===== src/rtl/sdram_arb_pkg.sv =====
// Shared definitions for the two-port SDRAM arbiter: state encoding,
// default widths and the requesting-port index type.
package sdram_arb_pkg;

    localparam int DEF_ADDR_WIDTH = 25;
    localparam int DEF_DATA_WIDTH = 8;

    // Index of a requesting port (0 or 1).
    typedef logic port_t;

    typedef enum logic [1:0] {
        ST_IDLE    = 2'd0,
        ST_ISSUE   = 2'd1,
        ST_WAIT_RD = 2'd2
    } state_e;

    // Round robin pick: on a tie the port not served last wins,
    // otherwise whichever single port is eligible.
    function automatic port_t rr_pick(input logic elig0, input logic elig1, input port_t last);
        if (elig0 && elig1) begin
            return port_t'(~last);
        end
        return port_t'(elig1);
    endfunction

endpackage


===== src/rtl/sdram_arbiter.sv =====
// Two-port round robin arbiter in front of a single-command SDRAM controller.
// One command outstanding at a time, watchdog on ack / rd_ready, all outputs registered.
module sdram_arbiter
    import sdram_arb_pkg::*;
#(
    parameter int ADDR_WIDTH = DEF_ADDR_WIDTH,
    parameter int DATA_WIDTH = DEF_DATA_WIDTH,
    parameter int TIMEOUT    = 255
) (
    input  logic                  clk,
    input  logic                  rst,
    input  logic                  p0_req,
    input  logic                  p0_we,
    input  logic [ADDR_WIDTH-1:0] p0_addr,
    input  logic [DATA_WIDTH-1:0] p0_wdata,
    output logic                  p0_done,
    output logic [DATA_WIDTH-1:0] p0_rdata,
    output logic                  p0_err,
    input  logic                  p1_req,
    input  logic                  p1_we,
    input  logic [ADDR_WIDTH-1:0] p1_addr,
    input  logic [DATA_WIDTH-1:0] p1_wdata,
    output logic                  p1_done,
    output logic [DATA_WIDTH-1:0] p1_rdata,
    output logic                  p1_err,
    output logic [ADDR_WIDTH-1:0] wr_addr,
    output logic [ADDR_WIDTH-1:0] rd_addr,
    output logic [DATA_WIDTH-1:0] wr_data,
    output logic                  wr_enable,
    output logic                  rd_enable,
    input  logic [DATA_WIDTH-1:0] rd_data,
    input  logic                  rd_ready,
    input  logic                  ack,
    input  logic                  busy
);

    // Watchdog counts 0 .. TIMEOUT-1; reaching the last value ends the command.
    localparam int CNT_W = (TIMEOUT < 2) ? 1 : $clog2(TIMEOUT);
    localparam logic [CNT_W-1:0] CNT_LAST = CNT_W'(TIMEOUT - 1);

    state_e                  state_q, state_d;
    port_t                   port_q, port_d;
    port_t                   last_q, last_d;
    logic                    we_q, we_d;
    logic [CNT_W-1:0]        cnt_q, cnt_d;
    logic                    armed_q, armed_d;
    logic                    wr_en_q, wr_en_d;
    logic                    rd_en_q, rd_en_d;
    logic [ADDR_WIDTH-1:0]   wr_addr_q, wr_addr_d;
    logic [ADDR_WIDTH-1:0]   rd_addr_q, rd_addr_d;
    logic [DATA_WIDTH-1:0]   wr_data_q, wr_data_d;
    logic [1:0]              done_q, done_d;
    logic [1:0]              err_q, err_d;
    logic [DATA_WIDTH-1:0]   rdata0_q, rdata0_d;
    logic [DATA_WIDTH-1:0]   rdata1_q, rdata1_d;

    logic                    elig0, elig1;
    port_t                   win;
    logic                    win_we;
    logic [ADDR_WIDTH-1:0]   win_addr;
    logic [DATA_WIDTH-1:0]   win_wdata;
    logic                    expired;
    logic                    fin, fin_err, fin_cap;

    // A port whose done pulse is on the wire sits out that cycle so a
    // requester that has not yet dropped req is not granted twice.
    assign elig0     = p0_req && !done_q[0];
    assign elig1     = p1_req && !done_q[1];
    assign win       = rr_pick(elig0, elig1, last_q);
    assign win_we    = win ? p1_we    : p0_we;
    assign win_addr  = win ? p1_addr  : p0_addr;
    assign win_wdata = win ? p1_wdata : p0_wdata;
    assign expired   = (cnt_q == CNT_LAST);

    // Next-state and registered-output logic for the IDLE/ISSUE/WAIT_RD machine.
    always_comb begin
        state_d   = state_q;
        port_d    = port_q;
        last_d    = last_q;
        we_d      = we_q;
        cnt_d     = cnt_q;
        armed_d   = 1'b1;
        wr_en_d   = wr_en_q;
        rd_en_d   = rd_en_q;
        wr_addr_d = wr_addr_q;
        rd_addr_d = rd_addr_q;
        wr_data_d = wr_data_q;
        done_d    = 2'b00;
        err_d     = 2'b00;
        rdata0_d  = rdata0_q;
        rdata1_d  = rdata1_q;
        fin       = 1'b0;
        fin_err   = 1'b0;
        fin_cap   = 1'b0;

        case (state_q)
            ST_IDLE: begin
                // armed_q holds off the first edge after reset release.
                if (armed_q && !busy && (elig0 || elig1)) begin
                    port_d    = win;
                    last_d    = win;
                    we_d      = win_we;
                    wr_addr_d = win_addr;
                    rd_addr_d = win_addr;
                    wr_data_d = win_wdata;
                    wr_en_d   = win_we;
                    rd_en_d   = !win_we;
                    cnt_d     = '0;
                    state_d   = ST_ISSUE;
                end
            end
            ST_ISSUE: begin
                if (ack && (we_q || rd_ready)) begin
                    fin     = 1'b1;
                    fin_cap = !we_q;
                end else if (expired) begin
                    fin     = 1'b1;
                    fin_err = 1'b1;
                end else begin
                    cnt_d = cnt_q + CNT_W'(1);
                    if (ack) begin
                        rd_en_d = 1'b0;
                        state_d = ST_WAIT_RD;
                    end
                end
            end
            ST_WAIT_RD: begin
                if (rd_ready) begin
                    fin     = 1'b1;
                    fin_cap = 1'b1;
                end else if (expired) begin
                    fin     = 1'b1;
                    fin_err = 1'b1;
                end else begin
                    cnt_d = cnt_q + CNT_W'(1);
                end
            end
            default: begin
                state_d = ST_IDLE;
            end
        endcase

        // Common completion path: success, timeout, or read with captured data.
        if (fin) begin
            wr_en_d        = 1'b0;
            rd_en_d        = 1'b0;
            state_d        = ST_IDLE;
            done_d[port_q] = 1'b1;
            err_d[port_q]  = fin_err;
            if (fin_cap) begin
                if (port_q) begin
                    rdata1_d = rd_data;
                end else begin
                    rdata0_d = rd_data;
                end
            end
        end
    end

    // State and registered outputs; reset clears everything and makes port 0 win the first tie.
    always_ff @(posedge clk or posedge rst) begin
        if (rst) begin
            state_q   <= ST_IDLE;
            port_q    <= 1'b0;
            last_q    <= 1'b1;
            we_q      <= 1'b0;
            cnt_q     <= '0;
            armed_q   <= 1'b0;
            wr_en_q   <= 1'b0;
            rd_en_q   <= 1'b0;
            wr_addr_q <= '0;
            rd_addr_q <= '0;
            wr_data_q <= '0;
            done_q    <= 2'b00;
            err_q     <= 2'b00;
            rdata0_q  <= '0;
            rdata1_q  <= '0;
        end else begin
            state_q   <= state_d;
            port_q    <= port_d;
            last_q    <= last_d;
            we_q      <= we_d;
            cnt_q     <= cnt_d;
            armed_q   <= armed_d;
            wr_en_q   <= wr_en_d;
            rd_en_q   <= rd_en_d;
            wr_addr_q <= wr_addr_d;
            rd_addr_q <= rd_addr_d;
            wr_data_q <= wr_data_d;
            done_q    <= done_d;
            err_q     <= err_d;
            rdata0_q  <= rdata0_d;
            rdata1_q  <= rdata1_d;
        end
    end

    assign p0_done   = done_q[0];
    assign p1_done   = done_q[1];
    assign p0_err    = err_q[0];
    assign p1_err    = err_q[1];
    assign p0_rdata  = rdata0_q;
    assign p1_rdata  = rdata1_q;
    assign wr_addr   = wr_addr_q;
    assign rd_addr   = rd_addr_q;
    assign wr_data   = wr_data_q;
    assign wr_enable = wr_en_q;
    assign rd_enable = rd_en_q;

endmodule


===== config.mk =====
export PLATFORM = sky130hd
export DESIGN_NAME = sdram_arbiter
export DESIGN_NICKNAME = d
export VERILOG_FILES = /design/src/rtl/sdram_arb_pkg.sv /design/src/rtl/sdram_arbiter.sv
export SDC_FILE = /design/constraint.sdc
export NUM_CORES = 1
export LEC_CHECK = 0
export ABC_CLOCK_PERIOD_IN_PS = 2600
export CAP_MARGIN = 20
export CORE_UTILIZATION = 42
export CTS_CLUSTER_DIAMETER = 200
export DETAILED_ROUTE_END_ITERATION = 7
export PLACE_DENSITY = 0.81
export REMOVE_ABC_BUFFERS = 1
export SLEW_MARGIN = 20
export SYNTH_ARGS = -nofsm -noshare
export SYNTH_HDL_FRONTEND = slang
export SYNTH_SLANG_ARGS = --single-unit

===== constraint.sdc =====
create_clock -name clk -period 2.6 [get_ports clk]
set_input_delay 0.65 -clock clk [delete_from_list [all_inputs] [get_ports clk]]
set_output_delay 0.65 -clock clk [all_outputs]
set_load 0.01 [all_outputs]

### Word-level counts from Yosys, hierarchy flattened

Cells that the tools add are included.

* eq/ne operators: 11
* shift operators: 0
* bitwise logic cells: 3
* div/mod/pow operators: 0
* $lt $le $gt $ge: 2
* reductions and logical operators: 26
* $mul: 0
* muxes and demuxes: 40
* $add $sub $neg: 1

Operators with widths (count)
* 8-bit two-way mux: 5
* 25-bit two-way mux: 1
* 8-bit case mux with 3 select lines: 1
* 1-bit two-way mux: 20
* 2-bit two-way mux: 7
* 3-bit != test (second input constant): 4
* 5-bit AND reduction: 2
* 8-bit by 1-bit adder with 8-bit output (second input constant): 1
* 8-bit equality test (second input constant): 1
* 2-bit != test (second input constant): 4
* 1-bit case mux with 2 select lines: 4
* 1-bit logical AND: 7
* 2-bit case mux with 3 select lines: 1
* 3-bit AND reduction: 2
* 3-bit nonzero test: 2
* 1-bit logical NOT: 5
* 2-bit AND reduction: 2
* 4-bit AND reduction: 1
* 2-bit nonzero test: 2
* 2-bit bitwise AND: 1
* 2-bit by 1-bit equality test with 1-bit output (second input constant): 1
* 2-bit equality test (second input constant): 1
* 2-bit logical NOT: 1
* 1-bit logical OR: 2
* other kinds (4): 5

* RAM bits: 0
* memories: 0
* bits of input ports: 83
* output and inout port bits: 80
* register bits after elaboration: 69
* word-level logic and storage cells: 97
* ROM bits: 0
* bits in latches: 0

### Longest topological paths before layout

Gate-level depths: netlist of the first run.

* word-level depth: 10
* mapped depth: 9
* depth with buffers taken out: 7

### Least setup slack after synthesis of the first run

Ideal clock, no wire load.

* path type: register to register
* from: reg state_q[0]
* to: reg rdata0_q[0] (netlist: p0_rdata[0])
* path buffers: 1
* setup time: 125 ps
* data arrival time: 1964 ps
* slack: 510 ps
* cell stages (with the launch flop): 8
* data required time: 2475 ps
* period minus slack after synthesis: 2090 ps
* path through: dfrtp_1 inv_1 ha_1 o21ai_0 a2bb2oi_4 or3_1 buf_6 mux2_4

* word-level cells in the longest chain between the ends: 3
* elaborated cells on any way between the ends: 5
* classes of those cells: eq/ne (2); mux (2); reduce/logical (1)

RTL lines
* start, declared: line sdram_arbiter.sv:41 `state_e state_q, state_d;`
* start signal, assigned: line sdram_arbiter.sv:179 `state_q <= state_d;`
* 2-bit equality test / 2-bit by 1-bit equality test with 1-bit output (equally long branches): line sdram_arbiter.sv:96 `case (state_q)`
* 1-bit case mux with 2 select lines: line sdram_arbiter.sv:96
* 3-bit AND reduction (no source line) (*)
* end signal, assigned: line sdram_arbiter.sv:192 `rdata0_q <= rdata0_d;`
* end, declared: line sdram_arbiter.sv:54 `logic [DATA_WIDTH-1:0] rdata0_q, rdata0_d;`

Mark *: on every way between the ends. The rest lies on a longest branch, timed or not.
A chain may end at the register's enable or synchronous reset.

### Final worst setup path of the first run

* from: in ack
* to: reg rdata0_q[6] (netlist: p0_rdata[6])

* word-level cells in the longest chain between the ends: 4
* elaborated cells on any way between the ends: 6
* classes of those cells: mux (4); reduce/logical (2)

RTL lines
* start, declared: line sdram_arbiter.sv:33 `input logic ack,`
* 1-bit logical AND (*): line sdram_arbiter.sv:113 `if (ack && (we_q || rd_ready)) begin`
* 1-bit two-way mux: line sdram_arbiter.sv:113
* 1-bit case mux with 2 select lines: line sdram_arbiter.sv:96
* 3-bit AND reduction (no source line) (*)

Marked as above.

==> impl_metrics.csv, run 1 <==
group,metric,value,unit
synth,synth-edff-count,0,
timing,setup_viol,0,
timing,fin_crit,2.31,ns
die,die_area,0.00874,sq mm
die,rows,33,
worst_setup_path,r2r_slack,0.35,ns
timing,finalSetupTns,0,ns
global_route,track_usage,21.5,%
detailed_routing,drt_pass1_iterations,4,
detailed_routing,drtIter0Drc,115,
global_route,grt_pass1_vias,2981,
clocking,cts_setup_buffers,0,
clocking,postCtsResizedCells,0,
hold_path,min_path_cells,2,
worst_setup_path,crit_arrival,2.52,ns
synth,ys_warn_count,0,
timing,hold_violations,0,
clocking,cts_root_buf,"clkbuf_8",
final_layout,finalNetCount,565,
die,die_w,93.5,um
final_layout,area_growth,51.7,%
clocking,clk_latency,0.34,ns
synth,syn_avg_cell_area,10.7,sq um
timing,post-route-period-util,88.7,%
power_and_ir_drop,vdd_drop_max,0.000530,V
clocking,clock-sinks,69,
power_and_ir_drop,p_per_area,990,mW/mm^2
clocking,cts-buffers-inserted,9,
clocking,tritoncts,"built",
detailed_routing,route.detailed.drc,0,
final_layout,ff_latch_area,0.00173,sq mm
power_and_ir_drop,power_leakage,2.41,nW
synth,ys_seq_area_share,49.1,%
hold_path,hold_end,"last_q",
placement,gp_congestion,0.873,
worst_setup_path,cp_max_fo,8,
run_status,status,"finished, final reports clean",
die,pin_count,163,
placement,io_buffers,162,
timing,fin_skew,0.0129,ns
worst_setup_path,worst_ep_required_time,2.81,ns
die,start_util,43.0,%
final_layout,multiInputGateArea,0.00151,sq mm
synth,synthCells,330,
die,die_y,93.5,um
global_route,grt_pass1_wl,14500,um
global_route,grt_max_degree,43,
final_layout,antenna-diode-count,0,
clocking,clk_path_buf_depth,2,
clocking,clk_pin_slew,0.06,ns
worst_setup_path,cp-start-kind,"input port",
worst_setup_path,crit_path_end_kind,"flip-flop",
final_layout,instances_no_fill,585,
job,drv_cap,0,
worst_setup_path,r2r-end,"p0_rdata[6]",
detailed_routing,vias_per_cell,5.11,
synth,async_flop_share,100,%
worst_setup_path,path_class,"in2reg",
worst_setup_path,rr_worst_depth,7,
timing,max_freq,0.434,GHz
hold_path,hp-class,"reg2reg",
timing,max_slew_margin,66.4,%
final_layout,drive_gt1_share,10.4,%
synth,ys_ff_latch,69,
final_layout,final_util,65.3,%
timing,rsz0062_at_grt,"no",
global_route,overflow,0,
synth,synthFlopType,"dfrtp_1",
detailed_routing,wirelength,9140,um
hold_path,hp-start,"last_q",
detailed_routing,wl_per_cell,15.6,um
clocking,ctsHoldBuffers,0,
die,core_area,0.00818,sq mm
timing,drv_slew,0,
final_layout,num-fill-cells,615,
detailed_routing,num_vias,2990,
timing,tightest_slew,0.504,ns
placement,dp_hpwl,7160,um
global_route,antenna_found_initial,0,
synth,netlist-cell-type-count,43,
worst_setup_path,r2r_start,"state_q[1]",
synth,syn_area,0.00352,sq mm
detailed_routing,postRouteAntennaNets,0,
placement,dp_cells,569,
clocking,htreeDepth,3,
-- power breakdown --
part	switching [mW]	leakage (nW)	internal [mW]	total, mW
clock	0.365	0.0905	0.397	0.761
sequential	0.343	0.842	1.47	1.81
combinational	1.18	1.48	1.52	2.71
-- cells by family after synthesis --
family | share of synthesized area, %
AOI/OAI and AO/OA | 13.2
adders and majority gates | 2.49
buffers and inverters | 8.54
DFF | 49.1
muxes | 15.7
other | 0.107
and+or+nand+nor | 10.9
-- registers in the layout, indices dropped and copies added (netlist names) --
register / cells
rd_enable: 1
wr_enable: 1
wr_data: 8
last_q: 1
port_q: 1
p0_rdata: 8
cnt_q: 8
err_q: 2
we_q: 1
state_q: 2
done_q: 2
armed_q: 1
p1_rdata: 8
rd_addr: 25
-- area by class of cell --
class / count / area share [%]
repair buffers: 174 / 32.8
inverters: 11 / 0.774
multi-input cells: 210 / 28.4
clock buffers: 14 / 3.05
flip-flops and latches: 69 / 32.4
clock inverters: 2 / 0.188
well taps: 105 / 2.46
-- layer usage --
layer | GRT usage [%] | share of wire [%] | wire length (um) | vias to the layer above
li1 | - | - | - | 1423
met1 | 26.0 | 41 | 3710 | 1420
met2 | 36.4 | 50 | 4610 | 127
met3 | 5.45 | 6.6 | 601 | 20
met4 | 8.72 | 2.3 | 212 | 0
met5 | 0 | 0 | 0 | -
-- worst max-delay path by stage --
stage / start / end / slack, ns
2_1_floorplan: busy / rd_enable / -2.64
3_3_place_gp: ack / p0_rdata[2] / 0.02
3_5_place_dp: ack / p0_rdata[2] / -0.05
4_1_cts: ack / p0_rdata[6] / 0.30
5_1_grt: state_q[0] / p0_rdata[6] / 0.18
6_report: ack / p0_rdata[6] / 0.29
-- through the flow --
stage	area, sq um	setup slack, ns	hold slack (ns)	power [mW]
6_report	5340	0.295	0.494	5.28
3_5_place_dp	5160	-0.0519	0.475	4.54
3_3_place_gp	5160	0.0249	0.471	4.44
5_1_grt	5340	0.182	0.517	5.64
4_1_cts	5340	0.303	0.493	5.32
2_1_floorplan	3260	-2.64	0.459	3.00
-- layout by cell type (no fill, tap or decap), types with 2 or more instances in the layout --
cell type,n
buf_12,3
dfrtp_1,68
nand4_1,2
inv_1,10
nand2_1,10
and3_1,3
o211ai_1,2
or3_1,2
buf_4,9
clkdlybuf4s50_1,162
o31ai_1,3
nand2b_1,3
a21oi_1,48
nor2_1,41
ha_1,7
and2_1,2
mux2_4,8
clkbuf_8,11
mux2i_1,34
mux2_2,8
o22ai_1,2
clkinv_2,2
o21ai_0,8
a41oi_1,4
nand3_1,4
clkbuf_1,3
nor4_1,2
-- worst max-delay path, stage by stage --
cell	delay, ns
clkdlybuf4s50_1	0.52
and2_1	0.17
and2_1	0.14
o21ai_1	0.07
or3_1	0.59
mux2_4	0.38
-- synth_stat cells, drive strengths merged (3+ instances only) --
cell | count | area share [%]
nand2b | 3 | 0.53
o31ai | 3 | 0.64
o21ai | 9 | 1.3
mux2i | 34 | 9.7
clkbuf | 8 | 0.85
nand4 | 3 | 0.96
and3 | 3 | 0.53
nand2 | 10 | 1.1
a21oi | 48 | 6.8
buf | 32 | 6.5
mux2 | 16 | 6.0
ha | 7 | 2.5
dfrtp | 68 | 48
a41oi | 4 | 1.0
inv | 11 | 1.2
nor2 | 42 | 4.9
nand3 | 5 | 0.85
Note: power is estimated with default switching activity, not from simulation.
==> inputs of run 2 (changes only) <==
- ABC_CLOCK_PERIOD_IN_PS: 2600 -> 2800
- CAP_MARGIN: 20 -> not set
- CORE_UTILIZATION: 42 -> 44
- PLACE_DENSITY: 0.81 -> 0.85
- clock period: 2.6 -> 2.8 ns (I/O delays scaled with it)
==> impl_metrics.csv, run 2 (synthesis gave the netlist of run 1 again) <==
group,metric,value,unit
run_status,status,"finished, final reports clean",
hold_path,hp-class,"reg2reg",
detailed_routing,num_vias,2988,
clocking,tritoncts,"built",
die,core_area,0.00773,sq mm
global_route,track_usage,22.3,%
placement,gp_congestion,0.883,
timing,post-route-period-util,86.5,%
power_and_ir_drop,power_leakage,2.40,nW
power_and_ir_drop,p_per_area,947,mW/mm^2
clocking,ctsHoldBuffers,0,
final_layout,drive_gt1_share,9.70,%
timing,max_slew_margin,61.1,%
die,start_util,45.5,%
clocking,htreeDepth,3,
worst_setup_path,rr_worst_depth,7,
worst_setup_path,cp_max_fo,8,
clocking,cts_setup_buffers,0,
job,drv_cap,0,
worst_setup_path,worst_ep_required_time,3.01,ns
die,die_w,91.4,um
die,die_y,91.4,um
final_layout,fin_area,0.00533,sq mm
final_layout,largest_register_ffs,25,
global_route,grt_pass1_wl,14400,um
placement,dpl_cell_area,0.00510,sq mm
worst_setup_path,r2r-end,"p0_rdata[0]",
worst_setup_path,r2r_start,"state_q[0]",
worst_setup_path,path_class,"in2reg",
global_route,grt_pass1_vias,3010,
die,die_area,0.00835,sq mm
timing,setup_viol,0,
power_and_ir_drop,vdd_drop_max,0.000488,V
timing,fin_crit,2.42,ns
final_layout,antenna-diode-count,0,
clocking,clk_path_buf_depth,2,
clocking,clk_pin_slew,0.06,ns
detailed_routing,wl_per_cell,15.5,um
final_layout,final_common_cell,"clkdlybuf4s50_1",
final_layout,finalNetCount,559,
clocking,clock-sinks,69,
timing,timing.final.ws_setup,0.377,ns
global_route,antenna_found_initial,0,
detailed_routing,vias_per_cell,5.19,
timing,rsz0062_at_grt,"no",
worst_setup_path,crit_arrival,2.64,ns
timing,max_freq,0.413,GHz
global_route,grt_max_degree,70,
clocking,cts-buffers-inserted,9,
detailed_routing,postRouteAntennaNets,0,
worst_setup_path,critPathCapture,"p0_rdata[0]",
clocking,postCtsResizedCells,0,
clocking,cts_root_buf,"clkbuf_8",
timing,drv_slew,0,
worst_setup_path,cp-start-kind,"input port",
clocking,clk_latency,0.33,ns
final_layout,layout_common_cells,"clkdlybuf4s50_1 (162), dfrtp_1 (68), a21oi_1 (48)",
global_route,overflow,0,
timing,fin_skew,0.00774,ns
detailed_routing,route.detailed.drc,0,
placement,io_buffers,162,
placement,post-place-ws,0.0483,ns
die,rows,32,
worst_setup_path,critical_path.startpoint,"ack",
placement,dp_hpwl,6860,um
final_layout,area_growth,51.4,%
detailed_routing,drtIter0Drc,154,
detailed_routing,wirelength,8930,um
worst_setup_path,r2r_slack,0.43,ns
detailed_routing,drt_pass1_iterations,5,
timing,tightest_slew,0.582,ns
hold_path,hp-start,"last_q",
timing,hold_violations,0,
worst_setup_path,crit_path_end_kind,"flip-flop",
die,pin_count,163,
## run 2: final cells by class
| class | count | area [sq um] |
|---|---|---|
| Tap cell | 102 | 128 |
| Fill cell | 584 | 2400 |
| Inverter | 11 | 41.3 |
| Sequential cell | 69 | 1730 |
| Timing Repair Buffer | 168 | 1690 |
| Multi-Input combinational cell | 210 | 1510 |
| Clock buffer | 12 | 155 |
| Clock inverter | 4 | 70.1 |
## run 2: report_power, final
part           internal, mW  leakage [nW]  total, mW  switching (mW)
clock                 0.548         0.116      0.897           0.349
sequential             1.36         0.842       1.68           0.314
combinational          1.38          1.44       2.47            1.09
total                  3.29          2.40       5.04            1.75
## run 2: how the worst min path moves through the flow
stage,endpoint,slack [ns],depth (start not counted)
after CTS,p1_rdata[2],0.51,1
after floorplan,err_q[0],0.46,1
after global routing,p1_rdata[5],0.52,1
after detailed placement,p1_rdata[2],0.50,1
after global placement,last_q,0.47,2
final,last_q,0.50,2
## run 2: routing by layer
layer	share of wire [%]	vias up	wire [um]	track usage (%)
met5	0	-	0	0
met4	3.0	0	266	10.8
met3	6.2	22	551	4.27
met2	51	146	4580	39.2
met1	40	1411	3530	25.8
li1	-	1409	-	-
## run 2: worst max-delay path: stages
cell and delay, ns:
clkdlybuf4s50_1 0.51, and2_1 0.18, and2_1 0.14, o21ai_1 0.11
or3_1 0.61, mux2_4 0.38
## run 2: stage by stage
stage,utilization [%],hold slack [ns],power [mW],TNS [ns],std cells
final,68.9,0.504,5.04,0,576
after global routing,68.9,0.520,5.36,0,576
after global placement,66.0,0.469,4.09,0,560
after detailed placement,66.0,0.497,4.15,0,560
after floorplan,-,0.459,2.79,-83.56,290
after CTS,68.9,0.513,5.08,0,576
